File: config.mk
export PLATFORM = sky130hd
export DESIGN_NAME = pipe_stage_reg
export DESIGN_NICKNAME = d
export VERILOG_FILES = /design/src/rtl/pipe_pkg.sv /design/src/rtl/sat_counter.sv /design/src/rtl/pipe_stage_reg.sv
export SDC_FILE = /design/constraint.sdc
export NUM_CORES = 1
export LEC_CHECK = 0
export CAP_MARGIN = 20
export CORE_MARGIN = 2
export CORE_UTILIZATION = 60
export CTS_CLUSTER_DIAMETER = 150
export DETAILED_ROUTE_END_ITERATION = 8
export DONT_BUFFER_PORTS = 1
export GPL_ROUTABILITY_DRIVEN = 0
export GPL_TIMING_DRIVEN = 0
export PLACE_DENSITY = 0.74
export SYNTH_ARGS = -nofsm -noshare
export SYNTH_HDL_FRONTEND = slang
export SYNTH_SLANG_ARGS = --single-unit
File: constraint.sdc
create_clock -name clk -period 3.3 [get_ports clk]
set_input_delay 0.66 -clock clk [delete_from_list [all_inputs] [get_ports clk]]
set_output_delay 0.66 -clock clk [all_outputs]
set_load 0.02 [all_outputs]
File: src/rtl/pipe_pkg.sv
// pipe_pkg: shared constants and types for the pipeline stage register.
//   NOP_WD          destination address used by a NOP lane (register zero)
//   STALL_STOP/GO   encodings of one stall-vector bit
//   DEFAULT_DATA_W  default per-lane write-data width
//   DEFAULT_CNT_W   default statistics counter width
//   stage_act_t     what the stage does on a clock edge
//   decode_act()    maps flush and the two relevant stall bits to an action
package pipe_pkg;

    localparam logic [4:0] NOP_WD         = 5'd0;
    localparam logic       STALL_STOP     = 1'b1;
    localparam logic       STALL_GO       = 1'b0;
    localparam int         DEFAULT_DATA_W = 32;
    localparam int         DEFAULT_CNT_W  = 16;

    typedef enum logic [1:0] {
        ACT_ADVANCE = 2'd0,
        ACT_HOLD    = 2'd1,
        ACT_BUBBLE  = 2'd2,
        ACT_FLUSH   = 2'd3
    } stage_act_t;

    // Priority: flush, then bubble, then hold, then advance.
    // A bubble means this stage stops while the next one keeps going, so the
    // next stage must receive a NOP; a hold means both stop, so the contents
    // are kept.
    function automatic stage_act_t decode_act(input logic flush,
                                              input logic stall_self,
                                              input logic stall_next);
        stage_act_t act;
        if (flush)
            act = ACT_FLUSH;
        else if (stall_self == STALL_STOP && stall_next == STALL_GO)
            act = ACT_BUBBLE;
        else if (stall_self == STALL_STOP)
            act = ACT_HOLD;
        else
            act = ACT_ADVANCE;
        return act;
    endfunction

endpackage

File: src/rtl/sat_counter.sv
// sat_counter: W-bit up-counter that sticks at its maximum value.
//   clk    clock, rising edge
//   rst    asynchronous active-low reset, clears the count
//   inc    add one on this edge (ignored once saturated)
//   clr    synchronous clear, overrides inc
//   count  current count
module sat_counter #(
    parameter int W = 16
) (
    input  logic         clk,
    input  logic         rst,
    input  logic         inc,
    input  logic         clr,
    output logic [W-1:0] count
);

    always_ff @(posedge clk or negedge rst) begin
        if (!rst) begin
            count <= '0;
        end else if (clr) begin
            count <= '0;
        end else if (inc && (count != {W{1'b1}})) begin
            count <= count + W'(1);
        end
    end

endmodule

File: src/rtl/pipe_stage_reg.sv
// pipe_stage_reg: multi-lane write-back pipeline register with flush, bubble
// and hold control, same-address write suppression and stall statistics.
//   clk, rst              clock; asynchronous active-low reset
//   stall[STALL_W]        pipeline stall vector, bit STALL_IDX is this stage,
//                         bit STALL_IDX+1 the stage after it
//   flush                 discard the stage contents
//   cnt_clr               synchronous clear of both statistics counters
//   in_valid/in_wreg      per-lane valid and register-write enable
//   in_wd                 per-lane 5-bit destination, lane k at [5k+4:5k]
//   in_wdata              per-lane write data, lane k at the k-th DATA_W slice
//   out_*                 registered copies of the lanes after masking
//   conflict              one-cycle flag: a same-address write was suppressed
//   bubble_cnt/hold_cnt   saturating counts of bubble and hold edges
module pipe_stage_reg
    import pipe_pkg::*;
#(
    parameter int DATA_W    = DEFAULT_DATA_W,
    parameter int LANES     = 2,
    parameter int STALL_W   = 6,
    parameter int STALL_IDX = 4,
    parameter int CNT_W     = DEFAULT_CNT_W
) (
    input  logic                    clk,
    input  logic                    rst,
    input  logic [STALL_W-1:0]      stall,
    input  logic                    flush,
    input  logic                    cnt_clr,
    input  logic [LANES-1:0]        in_valid,
    input  logic [LANES-1:0]        in_wreg,
    input  logic [LANES*5-1:0]      in_wd,
    input  logic [LANES*DATA_W-1:0] in_wdata,
    output logic [LANES-1:0]        out_valid,
    output logic [LANES-1:0]        out_wreg,
    output logic [LANES*5-1:0]      out_wd,
    output logic [LANES*DATA_W-1:0] out_wdata,
    output logic                    conflict,
    output logic [CNT_W-1:0]        bubble_cnt,
    output logic [CNT_W-1:0]        hold_cnt
);

    stage_act_t act;
    assign act = decode_act(flush, stall[STALL_IDX], stall[STALL_IDX+1]);

    // Only two stall bits matter to this stage.
    logic unused_stall;
    assign unused_stall = ^stall;

    // ------------------------------------------------------------------
    // Lane masking, ahead of the registers
    // ------------------------------------------------------------------
    // wreg_eff: the lane would really write a register (valid, enabled and
    // not register zero).
    logic [LANES-1:0]        wreg_eff;
    logic [LANES-1:0]        supp;
    logic [LANES*LANES-1:0]  pair_hit;
    logic [LANES*5-1:0]      nxt_wd;
    logic [LANES*DATA_W-1:0] nxt_wdata;
    logic [LANES-1:0]        nxt_wreg;

    for (genvar k = 0; k < LANES; k++) begin : g_lane
        assign wreg_eff[k] = in_valid[k] & in_wreg[k] & (in_wd[5*k +: 5] != NOP_WD);
        assign nxt_wd[5*k +: 5] = in_valid[k] ? in_wd[5*k +: 5] : NOP_WD;
        assign nxt_wdata[DATA_W*k +: DATA_W] =
            in_valid[k] ? in_wdata[DATA_W*k +: DATA_W] : '0;
    end

    // pair_hit[i*LANES+j] is set when the younger lane j (j > i) writes the
    // same register as lane i; lane i's write is then dropped.
    for (genvar i = 0; i < LANES; i++) begin : g_row
        for (genvar j = 0; j < LANES; j++) begin : g_col
            if (j > i) begin : g_pair
                assign pair_hit[i*LANES+j] = wreg_eff[i] & wreg_eff[j] &
                                             (in_wd[5*i +: 5] == in_wd[5*j +: 5]);
            end else begin : g_nopair
                assign pair_hit[i*LANES+j] = 1'b0;
            end
        end
        assign supp[i] = |pair_hit[i*LANES +: LANES];
    end

    assign nxt_wreg = wreg_eff & ~supp;

    // ------------------------------------------------------------------
    // Lane registers and conflict flag
    // ------------------------------------------------------------------
    always_ff @(posedge clk or negedge rst) begin
        if (!rst) begin
            out_valid <= '0;
            out_wreg  <= '0;
            out_wd    <= '0;
            out_wdata <= '0;
            conflict  <= 1'b0;
        end else begin
            case (act)
                ACT_FLUSH, ACT_BUBBLE: begin
                    out_valid <= '0;
                    out_wreg  <= '0;
                    out_wd    <= '0;
                    out_wdata <= '0;
                    conflict  <= 1'b0;
                end
                ACT_ADVANCE: begin
                    out_valid <= in_valid;
                    out_wreg  <= nxt_wreg;
                    out_wd    <= nxt_wd;
                    out_wdata <= nxt_wdata;
                    conflict  <= |supp;
                end
                default: begin
                    // hold: everything keeps its value
                end
            endcase
        end
    end

    // ------------------------------------------------------------------
    // Statistics
    // ------------------------------------------------------------------
    sat_counter #(.W(CNT_W)) u_bubble_cnt (
        .clk   (clk),
        .rst   (rst),
        .inc   (act == ACT_BUBBLE),
        .clr   (cnt_clr),
        .count (bubble_cnt)
    );

    sat_counter #(.W(CNT_W)) u_hold_cnt (
        .clk   (clk),
        .rst   (rst),
        .inc   (act == ACT_HOLD),
        .clr   (cnt_clr),
        .count (hold_cnt)
    );

endmodule

==> results.txt <==
The routed layout has between 3,000 and 4,000 vias. The cell at the root of the clock tree is sky130_fd_sc_hd__clkbuf_8. The first global-routing pass estimated around 18,000 µm of wire.

The number of max-cap violations is 0. The critical path starts at u_hold_cnt.count[0]. The post-layout minimum cycle time is 2.64 ns. The count of pins on the block boundary is a little under 200.

The global-route track usage on met3 is 11.6%. The layer flagged by global routing as most heavily used is met2. The tightest hold path in the finished design has a slack of just over 0.2 ns.

The most used standard cell by instance count after synthesis is sky130_fd_sc_hd__dfrtp_1. Input and output buffers added on the ports amount to 0. The met2 routing resource usage after global routing is between 40% and 50%. The global route total overflow came out at 0. After legalization and detailed placement, the total HPWL measured around 8000 µm. The final number of hold-violating endpoints came out at 0. The sequential area share after synthesis is between 50% and 60%. The die is about 92 µm wide.

The via density per instance is ~6.7. The worst-skew pair later-pin latency came out at approximately 0.37 ns. For this run, the leading register cell type out of synthesis is sky130_fd_sc_hd__dfrtp_1. Summed over all failing endpoints, the final setup total negative slack is 0 ns. In this run, distinct cell masters in the synthesized netlist total 42.

The maximum net fanout on the critical path came out at 10. The number of H-tree levels is 3. The number of nets produced by synthesis is between 400 and 500. The data required time of the critical path came out at 3.58 ns.

Broken down by cell family, the worst path's largest delay share belongs to simple AND/OR/NAND/NOR gates. The count of fill cells added during filler insertion came out at ~590. The TritonCTS clock tree is yes. The transition time of the tightest slew-check pin is 0.964 ns. The initial utilization of the core area, before any placement, comes to 61.3%.

The number of cells upsized or downsized after cts is 0. The worst setup path is launched from a flop. The register-to-register setup slack came out at ~0.66 ns. The number of routed nets with antenna violations is 0. The worst setup path is of the reg2reg kind. The worst register-to-register path begins at u_hold_cnt.count[0]. The share of the clock period used by the worst path came out at 80.0%. The detailed router finished its first iteration with 130 violations. The worst supply voltage drop on vdd is between 0.0002 and 0.00025 V. By area the synthesized netlist is led by sky130_fd_sc_hd__dfrtp_1 59%, sky130_fd_sc_hd__a22o_1 14%, sky130_fd_sc_hd__a21oi_1 2.2%, sky130_fd_sc_hd__or4_1 2.1%, sky130_fd_sc_hd__clkbuf_1 1.9%.

Synthesis inferred around 110 register bits. After technology mapping, the gate count stands at between 300 and 400. The iteration count of the initial detailed-routing pass is 4. The final layout contains 496 nets. The clock passes through at most 2 buffers. The vertical extent of the die came out at about 92 µm.

The final-report max-slew violation count is 0. The clock arrives with between 0.003 and 0.004 ns of skew. The placement row count came out at 32. Summed over all instances, the cell type with the most area after synthesis is sky130_fd_sc_hd__dfrtp_1.

The via count of the first global-routing pass is 3,387. The clock sink count is 111. The top cell type by area accounts for roughly three fifths of the synthesized area. The final number of setup-violating endpoints is 0. The netlist area before placement is around 4700 µm². In this run the worst hold path is classified as in2async. Setup repair after global routing left no endpoint under its margin. The number of CTS-inserted buffers came out at 9. The area of the die came out at approximately 8500 µm².

In this run the cell area measured after placement is approximately 4800 µm². Once layout is done, the placed cells without fillers occupy 5020 µm². The layout overhead on the synthesized area came out at 7.18%. The achievable clock frequency came out at 379 MHz. The share of post-route cells with drive strength above 1 came out at under 10%. The critical path's largest stage delay is around 0.85 ns. The initial antenna violation count was 0. The async set-or-reset flop fraction in the synthesized netlist came out at between 90% and 100%. The count of buffer and inverter cells on the critical path is 1. The run finished with clean final reports. The total core area came out at 7650 µm².

The cell leakage power is 0.00222 µW. The synthesized design contains 0 enable-type register cells. The total stage count of the critical path came out at 6. In the final routed layout, each cell accounts on average for around 22 µm.

In the synthesized netlist, the cells that appear most often are 111 x sky130_fd_sc_hd__dfrtp_1, 74 x sky130_fd_sc_hd__a22o_1, 24 x sky130_fd_sc_hd__clkbuf_1, 21 x sky130_fd_sc_hd__a21oi_1, 15 x sky130_fd_sc_hd__nand2_1. The maximum number of pins on one net before global-route repair came out at 112. The headroom to the max-slew limit came out at a little over a third. The met1 track utilization from global routing came out at between 30 and 40%. The DRC violation count after routing is 0. The clock transition at the registers of the reported paths came out at 0.10 ns. After detailed routing, the total wire length is around 11,000 µm.

Walking the worst path, the cells encountered are ha_1, nand4_1, nor4_1, clkbuf_1, nor3b_1, o21ba_1. STA classifies the critical path endpoint as a flop. The Yosys step of the flow raised 0 warnings. The areal power density over the cells is 465 nW/µm².

Dividing the synthesized area by the synthesized cell count gives ~12 µm². The data arrival time of the critical path is about 2.9 ns. Measured in cells, the most critical reg-to-reg path has a length of 6. The global routing usage summed across all routing layers came out at between 20% and 30%. Among all stages on the critical path, the largest delay is contributed by sky130_fd_sc_hd__nor4_1.
-- metrics by stage --
step                      util, %  setup slack, ns  std cells  power, µW
after global placement       63.0            0.650        496       1570
after detailed placement     63.0            0.640        496       1570
after floorplan                 -            0.963        394       1540
final                        65.7            0.661        514       2340
after CTS                    65.7            0.719        513       2350
after global routing         65.7            0.386        513       2420
-- metal layers --
metal | vias to the layer above | wire length, µm
met5 | - | 0
met4 | 0 | 225
met3 | 19 | 1180
met2 | 172 | 5590
met1 | 1697 | 4120
li1 | 1541 | -
-- cell usage in the layout, fill, tap and decap left out, drive strengths merged, types with 9 or more instances in the layout --
cell      n
nand2    15
a22o     74
o21ai     9
dfrtp   111
or4      13
a21oi    21
clkbuf   34
nor2     13
nand3     9
-- cell families after synthesis --
kind of cell | Yosys count | synth area share, %
AOI/OAI and AO/OA | 130 | 21.3
DFF | 111 | 59.3
and+or+nand+nor | 108 | 13.5
buffers and inverters | 29 | 2.35
muxes | 9 | 2.14
xor gates and xnor gates | 5 | 0.934
adders and majority gates | 2 | 0.534
-- worst reg2reg max path, stage by stage, from the launching register on --
cell and delay [ns]:
sky130_fd_sc_hd__dfrtp_1 0.57, sky130_fd_sc_hd__ha_1 0.27, sky130_fd_sc_hd__nand4_1 0.14, sky130_fd_sc_hd__nor4_1 0.85, sky130_fd_sc_hd__clkbuf_1 0.40, sky130_fd_sc_hd__nor3b_1 0.12, sky130_fd_sc_hd__o21ba_1 0.19
-- registers in the layout, indices dropped and copies added, names as in the netlist --
register            cells
conflict                1
out_valid               2
out_wd                 10
out_wdata              64
out_wreg                2
u_bubble_cnt.count     16
u_hold_cnt.count       16
-- cell type report --
type / count / area (µm²) / share of cell area [%]
tap: 102 / 128 / 2.54
antenna: 1 / 2.50 / 0.0498
clock buffer: 10 / 128 / 2.54
buffer: 25 / 95.1 / 1.89
clock inverter: 6 / 51.3 / 1.02
sequential: 111 / 2780 / 55.3
inverter: 4 / 15.0 / 0.299
multi-input combinational: 254 / 1800 / 35.8
timing repair buffer: 1 / 27.5 / 0.548
-- worst paths after layout --
path / endpoint
max: u_hold_cnt.count[1]
min: u_bubble_cnt.count[7]
max reg2reg: u_hold_cnt.count[1]
min reg2reg: u_bubble_cnt.count[7]
max in group asynchronous: out_wd[3]
min in group clk: out_wreg[1]
-- power breakdown --
part	total (µW)	internal (µW)	switching [µW]
logic	112	39.1	72.8
registers	1460	1390	68.8
clock network	765	289	476
-- timing repair --
action	CTS	global route
endpoints found under the hold margin	111	0
hold buffers	1	0
buffers inserted	0	0
No activity file was read; power rests on OpenSTA's default activity.
